--- src/rtl/uart_cmd_bridge.sv ---
// rtl/uart_cmd_bridge.sv - UART byte-command to register-bus bridge
module uart_cmd_bridge #(
  parameter int TO_CYCLES = 250000,
  parameter int BUS_TO    = 255
) (
  input  logic       clk,
  input  logic       rst,
  input  logic       rx_vld,
  input  logic [7:0] rx_data,
  input  logic       txrdy,
  output logic       tx_vld,
  output logic [7:0] tx_data,
  output logic [7:0] bus_addr,
  output logic [7:0] bus_wdata,
  output logic       bus_wr,
  output logic       bus_rd,
  input  logic [7:0] bus_rdata,
  input  logic       bus_ack,
  output logic       busy,
  output logic [7:0] drop_cnt
);

  localparam logic [7:0] OP_WR   = 8'h57;
  localparam logic [7:0] OP_RD   = 8'h52;
  localparam logic [7:0] RSP_UNK = 8'h3F;
  localparam logic [7:0] RSP_OK  = 8'h4B;
  localparam logic [7:0] RSP_ERR = 8'h45;

  // Timer widths are guarded so degenerate parameter values still give legal vectors.
  localparam int TO_W  = (TO_CYCLES > 1) ? $clog2(TO_CYCLES) : 1;
  localparam int BUS_W = (BUS_TO > 1) ? $clog2(BUS_TO + 1) : 1;

  localparam logic [TO_W-1:0]  TO_LAST  = TO_W'(TO_CYCLES - 1);
  localparam logic [BUS_W-1:0] BUS_LAST = BUS_W'(BUS_TO - 1);

  typedef enum logic [2:0] {
    S_IDLE,
    S_ADDR,
    S_WDATA,
    S_BUS,
    S_RESP,
    S_WAIT_TX
  } state_t;

  state_t           r_state;
  logic             r_is_wr;
  logic [7:0]       r_resp;
  logic [TO_W-1:0]  r_timer;
  logic [BUS_W-1:0] r_bus_cnt;
  logic             r_tx_vld;
  logic [7:0]       r_tx_data;
  logic [7:0]       r_bus_addr;
  logic [7:0]       r_bus_wdata;
  logic             r_bus_wr;
  logic             r_bus_rd;
  logic [7:0]       r_drop_cnt;

  logic w_accepting;
  logic w_drop;
  logic w_timer_done;
  logic w_bus_done;

  // Only the command-collecting states take bytes; everything else discards them.
  assign w_accepting  = (r_state == S_IDLE) || (r_state == S_ADDR) || (r_state == S_WDATA);
  assign w_drop       = rx_vld && !w_accepting;
  assign w_timer_done = (r_timer == TO_LAST);
  assign w_bus_done   = (r_bus_cnt == BUS_LAST);

  assign tx_vld    = r_tx_vld;
  assign tx_data   = r_tx_data;
  assign bus_addr  = r_bus_addr;
  assign bus_wdata = r_bus_wdata;
  assign bus_wr    = r_bus_wr;
  assign bus_rd    = r_bus_rd;
  assign busy      = (r_state != S_IDLE);
  assign drop_cnt  = r_drop_cnt;

  // Command FSM with registered strobes, bus requests and response byte.
  always_ff @(posedge clk or posedge rst) begin
    if (rst) begin
      r_state     <= S_IDLE;
      r_is_wr     <= 1'b0;
      r_resp      <= 8'h00;
      r_timer     <= '0;
      r_bus_cnt   <= '0;
      r_tx_vld    <= 1'b0;
      r_tx_data   <= 8'h00;
      r_bus_addr  <= 8'h00;
      r_bus_wdata <= 8'h00;
      r_bus_wr    <= 1'b0;
      r_bus_rd    <= 1'b0;
    end else begin
      r_tx_vld <= 1'b0;
      case (r_state)
        S_IDLE: begin
          r_timer   <= '0;
          r_bus_cnt <= '0;
          if (rx_vld) begin
            if ((rx_data == OP_WR) || (rx_data == OP_RD)) begin
              r_is_wr <= (rx_data == OP_WR);
              r_state <= S_ADDR;
            end else begin
              r_resp  <= RSP_UNK;
              r_state <= S_RESP;
            end
          end
        end

        S_ADDR: begin
          if (rx_vld) begin
            r_bus_addr <= rx_data;
            r_timer    <= '0;
            if (r_is_wr) begin
              r_state <= S_WDATA;
            end else begin
              r_bus_rd  <= 1'b1;
              r_bus_cnt <= '0;
              r_state   <= S_BUS;
            end
          end else if (w_timer_done) begin
            // Partial command abandoned without any response byte.
            r_timer <= '0;
            r_state <= S_IDLE;
          end else begin
            r_timer <= r_timer + TO_W'(1);
          end
        end

        S_WDATA: begin
          if (rx_vld) begin
            r_bus_wdata <= rx_data;
            r_timer     <= '0;
            r_bus_wr    <= 1'b1;
            r_bus_cnt   <= '0;
            r_state     <= S_BUS;
          end else if (w_timer_done) begin
            r_timer <= '0;
            r_state <= S_IDLE;
          end else begin
            r_timer <= r_timer + TO_W'(1);
          end
        end

        S_BUS: begin
          // An ack in the final timeout cycle still counts as a completed access.
          if (bus_ack) begin
            r_bus_wr  <= 1'b0;
            r_bus_rd  <= 1'b0;
            r_bus_cnt <= '0;
            r_resp    <= r_is_wr ? RSP_OK : bus_rdata;
            r_state   <= S_RESP;
          end else if (w_bus_done) begin
            r_bus_wr  <= 1'b0;
            r_bus_rd  <= 1'b0;
            r_bus_cnt <= '0;
            r_resp    <= RSP_ERR;
            r_state   <= S_RESP;
          end else begin
            r_bus_cnt <= r_bus_cnt + BUS_W'(1);
          end
        end

        S_RESP: begin
          if (txrdy) begin
            r_tx_vld  <= 1'b1;
            r_tx_data <= r_resp;
            r_state   <= S_WAIT_TX;
          end
        end

        S_WAIT_TX: begin
          // Wait for the transmitter to show it took the byte before allowing another strobe.
          if (!txrdy) begin
            r_state <= S_IDLE;
          end
        end

        default: begin
          r_bus_wr <= 1'b0;
          r_bus_rd <= 1'b0;
          r_timer  <= '0;
          r_state  <= S_IDLE;
        end
      endcase
    end
  end

  // Saturating count of bytes that arrived while no command could accept them.
  always_ff @(posedge clk or posedge rst) begin
    if (rst) begin
      r_drop_cnt <= 8'h00;
    end else if (w_drop && (r_drop_cnt != 8'hFF)) begin
      r_drop_cnt <= r_drop_cnt + 8'd1;
    end
  end

endmodule

--- config.mk ---
export PLATFORM = sky130hd
export DESIGN_NAME = uart_cmd_bridge
export DESIGN_NICKNAME = d
export VERILOG_FILES = /design/src/rtl/uart_cmd_bridge.sv
export SDC_FILE = /design/constraint.sdc
export NUM_CORES = 1
export LEC_CHECK = 0
export CORE_MARGIN = 4
export CORE_UTILIZATION = 30
export CTS_BUF_LIST = sky130_fd_sc_hd__clkbuf_4 sky130_fd_sc_hd__clkbuf_8
export DETAILED_ROUTE_END_ITERATION = 8
export PLACE_DENSITY = 0.56
export SLEW_MARGIN = 20
export SYNTH_ARGS = -nofsm -noshare
export SYNTH_HDL_FRONTEND = slang
export SYNTH_SLANG_ARGS = --single-unit
export TNS_END_PERCENT = 1
--- constraint.sdc ---
create_clock -name clk -period 5.75 [get_ports clk]
set_input_delay 1.725 -clock clk [delete_from_list [all_inputs] [get_ports clk]]
set_output_delay 1.725 -clock clk [all_outputs]
set_load 0.01 [all_outputs]
Yosys cells after proc, flatten, opt, wreduce, memory -nomap -nowiden --
Index checks and enable logic that the tools add are counted.
Storage, ports and cells: bits in registers 73, input bits 21, output and inout port bits 36, logic and storage cells 93
Operators by class: $add $sub $neg 3, equal/unequal tests 18, mux-type cells 35, bitwise operators 2, reductions and logical operators 23
Operators with widths (number):
- two-way mux 8 bit | 10
- two-way mux 18 bit | 2
- case mux 18 bit (2 select lines) | 1
- case mux 8 bit (4 select lines) | 1
- two-way mux 3 bit | 9
- adder 18 x 1 -> 18 bit (second input constant) | 1
- == test 18 bit (second input constant) | 1
- case mux 3 bit (6 select lines) | 1
- adder 8 x 1 -> 8 bit (second input constant) | 2
- == test 8 x 7 -> 1 bit (second input constant) | 2
- case mux 8 bit (2 select lines) | 1
- AND reduction 4 bit | 4
- != test 2 bit (second input constant) | 7
- == test 8 bit (second input constant) | 1
- two-way mux 1 bit | 8
- != test 8 bit (second input constant) | 1
- OR reduction 4 bit | 2
- == test 3 x 2 -> 1 bit (second input constant) | 2
- == test 3 bit (second input constant) | 2
- case mux 1 bit (3 select lines) | 2
- AND reduction 2 bit | 3
- AND reduction 3 bit | 2
- nonzero test 4 bit | 1
- == test 3 x 1 -> 1 bit (second input constant) | 1
- other kinds (10) | 14

Logic depth before layout (Yosys ltp) --
word-level depth 6, depth in mapped cells 8, mapped depth without buffers 7

Least setup slack after synthesis --
OpenSTA, ideal clock, no wires.
path type input port to flip-flop, start point input rx_vld, end point register r_drop_cnt[7], in the netlist drop_cnt[7], library setup time 0.125 ns, data arrival time 3.020 ns, data required time 5.625 ns, setup slack 2.604 ns, stages 5, path buffers 1, cells stage by stage clkbuf_1 -> o311ai_1 -> or3_1 -> or2_2 -> xnor2_1
Between the ends: word-level cells in the longest chain between the ends 2
RTL lines:
- start, declared | RTL line 8 | input logic rx_vld,
- logical AND 1 bit | RTL line 65 | assign w_drop = rx_vld && !w_accepting;
- logical AND 1 bit | RTL line 192 | end else if (w_drop && (r_drop_cnt != 8'hFF)) begin
- end signal, assigned | RTL line 193 | r_drop_cnt <= r_drop_cnt + 8'd1;
- end, declared | RTL line 56 | logic [7:0] r_drop_cnt;
Every way passes these cells. A chain may end at the register's enable or synchronous reset.

Final worst setup path --
start point input rx_vld, end point register r_timer[8]
Between the ends: word-level cells in the longest chain between the ends 2
RTL lines:
- two-way mux 18 bit | RTL line 110 | if (rx_vld) begin
- case mux 18 bit (2 select lines) | RTL line 94 | case (r_state)
- end signal, assigned | RTL line 125 | r_timer <= r_timer + TO_W'(1);
- end signal, assigned | RTL line 140 | r_timer <= r_timer + TO_W'(1);
- end, declared | RTL line 48 | logic [TO_W-1:0] r_timer;
Every way passes these cells.

==> metrics.txt <==
vias in the first global route=~2,800; Syn-to-layout area delta=26.1%; Yosys warning total=0; total track usage=13.1%; first-pass GRT wire length=13.8 mm; CTS Buf Count=9; Ports=57; vias=around 2,800; final WL=between 8 and 9 mm; slew at the pin with the worst max-slew slack=between 0.8 and 0.9 ns; pin count of the biggest net entering global routing=52; Layout Skew=about 0.010 ns; Pwr Density=370 nW/µm²; Crit. End Element=flip-flop; mean area per synthesized cell=between 10 and 15 µm²; # hold bufs at CTS=0; Antenna diodes=0; post-cts repair resize count=0; Max VDD drop=about 220 µV; unrepaired setup endpoints after global routing=no; Post-synth EDFFs=0; final worst path period need=between 3 and 4 ns; final setup margin=about 2 ns; f_max=270 MHz; final instance area=between 4000 and 5000 µm²; Critical R2R Capture=r_timer[17]$_DFFE_PP0N_; post-synth cell types=51; Max Cap Viol=0; Final Max Slew Viols=0; Core Area=around 11,000 µm²; CP Data Required Time=6.04 ns; CTS tree=done; H-tree depth=3; NumNets Final=around 420; area occupied by multi-input gates=approximately 1600 µm²; RD Place Congestion=slightly below 0.8; TritonRoute pass-1 iters=4; die width=116 µm; Post-Synth Adder-Cell Area=between 1 and 1.5%; R2R depth=5; Critical Path AT=3.99 ns; min-delay worst type=reg -> reg; main combinational cell family by area after synthesis=simple AND/OR/NAND/NOR gates; Setup violations, final=0; clock sinks=73; Synth Area in Simple Gates=roughly a fifth; Pleak=0.00178 µW; Gate Count Post-Synth=approximately 340; antenna viol nets, final=0; HPWL Detailed=5.69 mm; CP startpoint=rx_vld; Starting Density=a little under a third; initial detailed-routing violation count=between 150 and 200; R2R Path Start=r_state[2]$_DFFE_PP0P_; register area share after synthesis=between 50 and 60%; Worst Setup Start Kind=input port; post-synthesis async set-or-reset flop share=100%; Synthesized Nets=364; routed length per instance=approximately 15 µm; highest fanout seen on the critical path=11; Clock Latency Late Sink=between 0.3 and 0.4 ns; post-CTS setup buffer count=0; fin crit share=64.4%; crit path kind=in -> reg; Clock transition at path regs=about 0.09 ns; Area after DPL=roughly 4200 µm²; Compound-Gate Fraction of Synth Area=a little under an eighth; top_reg_cell synth=dfrtp_1; flop2flop setup slack=approximately 3.4 ns; Fin. Hold Viols=0; status=finished clean; setup TNS=0 ns; slew margin rel.=between 40 and 50%; Fillers=~1,100; post-synthesis register bit count=73; Via density=~5.0; Total Power=1650 µW; height of the die=116 µm; Die ar.=13,600 µm²; mux cell area share after synthesis=8.27%; FF+latch area=around 1800 µm²; CP endpoint=r_timer[8]$_DFFE_PP0N_; clock buffer depth=2; ratio of cells with drive above 1 in the final layout=13.4%; Post-Synth XOR/XNOR Area=roughly 4.2%; pre-CTS setup slack=between 1.5 and 2 ns; Root Driver=clkbuf_8; FP Rows=39; initial antenna violation count=0; Synth Cell Area=approximately 3500 µm²; # DRC=0; total gr overflow=0; I/O Buffers=56
-- through the flow --
step | util (%) | std cells | hold slack [ns]
2_1_floorplan | - | 339 | 0.445
4_1_cts | 38.8 | 546 | 0.493
3_5_place_dp | 37.0 | 530 | 0.476
6_report | 38.8 | 546 | 0.483
3_3_place_gp | 37.0 | 530 | 0.469
5_1_grt | 38.8 | 546 | 0.517
-- synthesized netlist by cell type, drive strengths merged (5+ instances only) --
library cell,count,area share [%]
nand2,36,3.8
clkbuf,9,0.96
nor3,12,2.1
inv,12,1.3
mux2,25,8.0
o21ai,24,3.4
o31ai,5,1.1
dfrtp,73,52
nand3,18,2.6
a21oi,7,0.99
xnor2,13,3.2
nor2,27,2.9
or3,6,1.1
nand2b,6,1.1
nor2b,5,0.89
-- critical path: stages --
cell             delay, ns
clkdlybuf4s50_1       0.62
nor2_1                0.25
a21boi_1              0.57
o21ai_1               0.34
or3_1                 0.42
nand3_1               0.07
-- final cells by class --
cell class	instances	area share, %
repair buffers	58	12.9
well taps	143	4.02
flip-flops and latches	73	41.1
inverters	12	1.04
clock buffers	10	3.10
clock inverters	6	1.52
multi-input cells	244	36.3
-- cells by family after synthesis --
group                    after synthesis
adder cells (fa/ha/maj)                4
multiplexers                          26
AO/OA/AOI/OAI                         62
XOR/XNOR                              17
buffers and inverters                 22
flip-flops                            73
AND/OR/NAND/NOR                      135
-- flip-flops by register name, indices dropped and copies added, names as in the netlist --
name       cells
bus_addr       8
bus_rd         1
bus_wdata      8
bus_wr         1
drop_cnt       8
r_bus_cnt      8
r_is_wr        1
r_resp         8
r_state        3
r_timer       18
tx_data        8
tx_vld         1
-- report_power, final --
part	switching [µW]	internal [µW]
clock	202	213
sequential	102	616
combinational	232	282
-- how the worst min path moves through the flow --
| stage | endpoint | startpoint | cells after the start | slack [ns] |
|---|---|---|---|---|
| after floorplan | r_bus_cnt[7]$_DFFE_PP0P_ | r_bus_cnt[7]$_DFFE_PP0P_ | 1 | 0.44 |
| after global placement | r_bus_cnt[7]$_DFFE_PP0P_ | r_bus_cnt[7]$_DFFE_PP0P_ | 1 | 0.47 |
| after detailed placement | r_bus_cnt[7]$_DFFE_PP0P_ | r_bus_cnt[7]$_DFFE_PP0P_ | 1 | 0.48 |
| after CTS | r_bus_cnt[7]$_DFFE_PP0P_ | r_bus_cnt[7]$_DFFE_PP0P_ | 1 | 0.49 |
| after global routing | r_resp[2]$_DFFE_PP0P_ | r_resp[2]$_DFFE_PP0P_ | 1 | 0.52 |
| final | r_bus_cnt[7]$_DFFE_PP0P_ | r_bus_cnt[7]$_DFFE_PP0P_ | 1 | 0.48 |
-- layer usage --
| metal | vias to the layer above | global-route usage [%] | routed length [µm] |
|---|---|---|---|
| met2 | 77 | 19.4 | 3610 |
| met1 | 1343 | 17.4 | 3850 |
| met5 | - | 0 | 0 |
| li1 | 1321 | - | - |
| met4 | 0 | 4.41 | 121 |
| met3 | 11 | 5.23 | 617 |
-- cells in the final DEF (no fill, tap or decap), drive strengths merged, types with 3 or more instances in the layout --
cell type / Yosys / layout
clkinv: 0 / 4
clkdlybuf4s50: 0 / 56
nor2: 27 / 27
clkbuf: 9 / 10
dfrtp: 73 / 73
nor3: 12 / 12
inv: 12 / 11
ha: 4 / 4
a21oi: 7 / 7
nand4: 4 / 4
nand3: 18 / 18
mux2: 25 / 25
o31ai: 5 / 5
and3: 3 / 3
or3: 6 / 6
o21ai: 24 / 24
xor2: 4 / 4
nor2b: 5 / 5
xnor2: 13 / 13
nand2: 36 / 36
nand3b: 3 / 3
o22ai: 3 / 3
o211ai: 3 / 3
a2bb2oi: 4 / 4
nand2b: 6 / 6
or2: 3 / 3
Power figures use the tool's default switching activity.
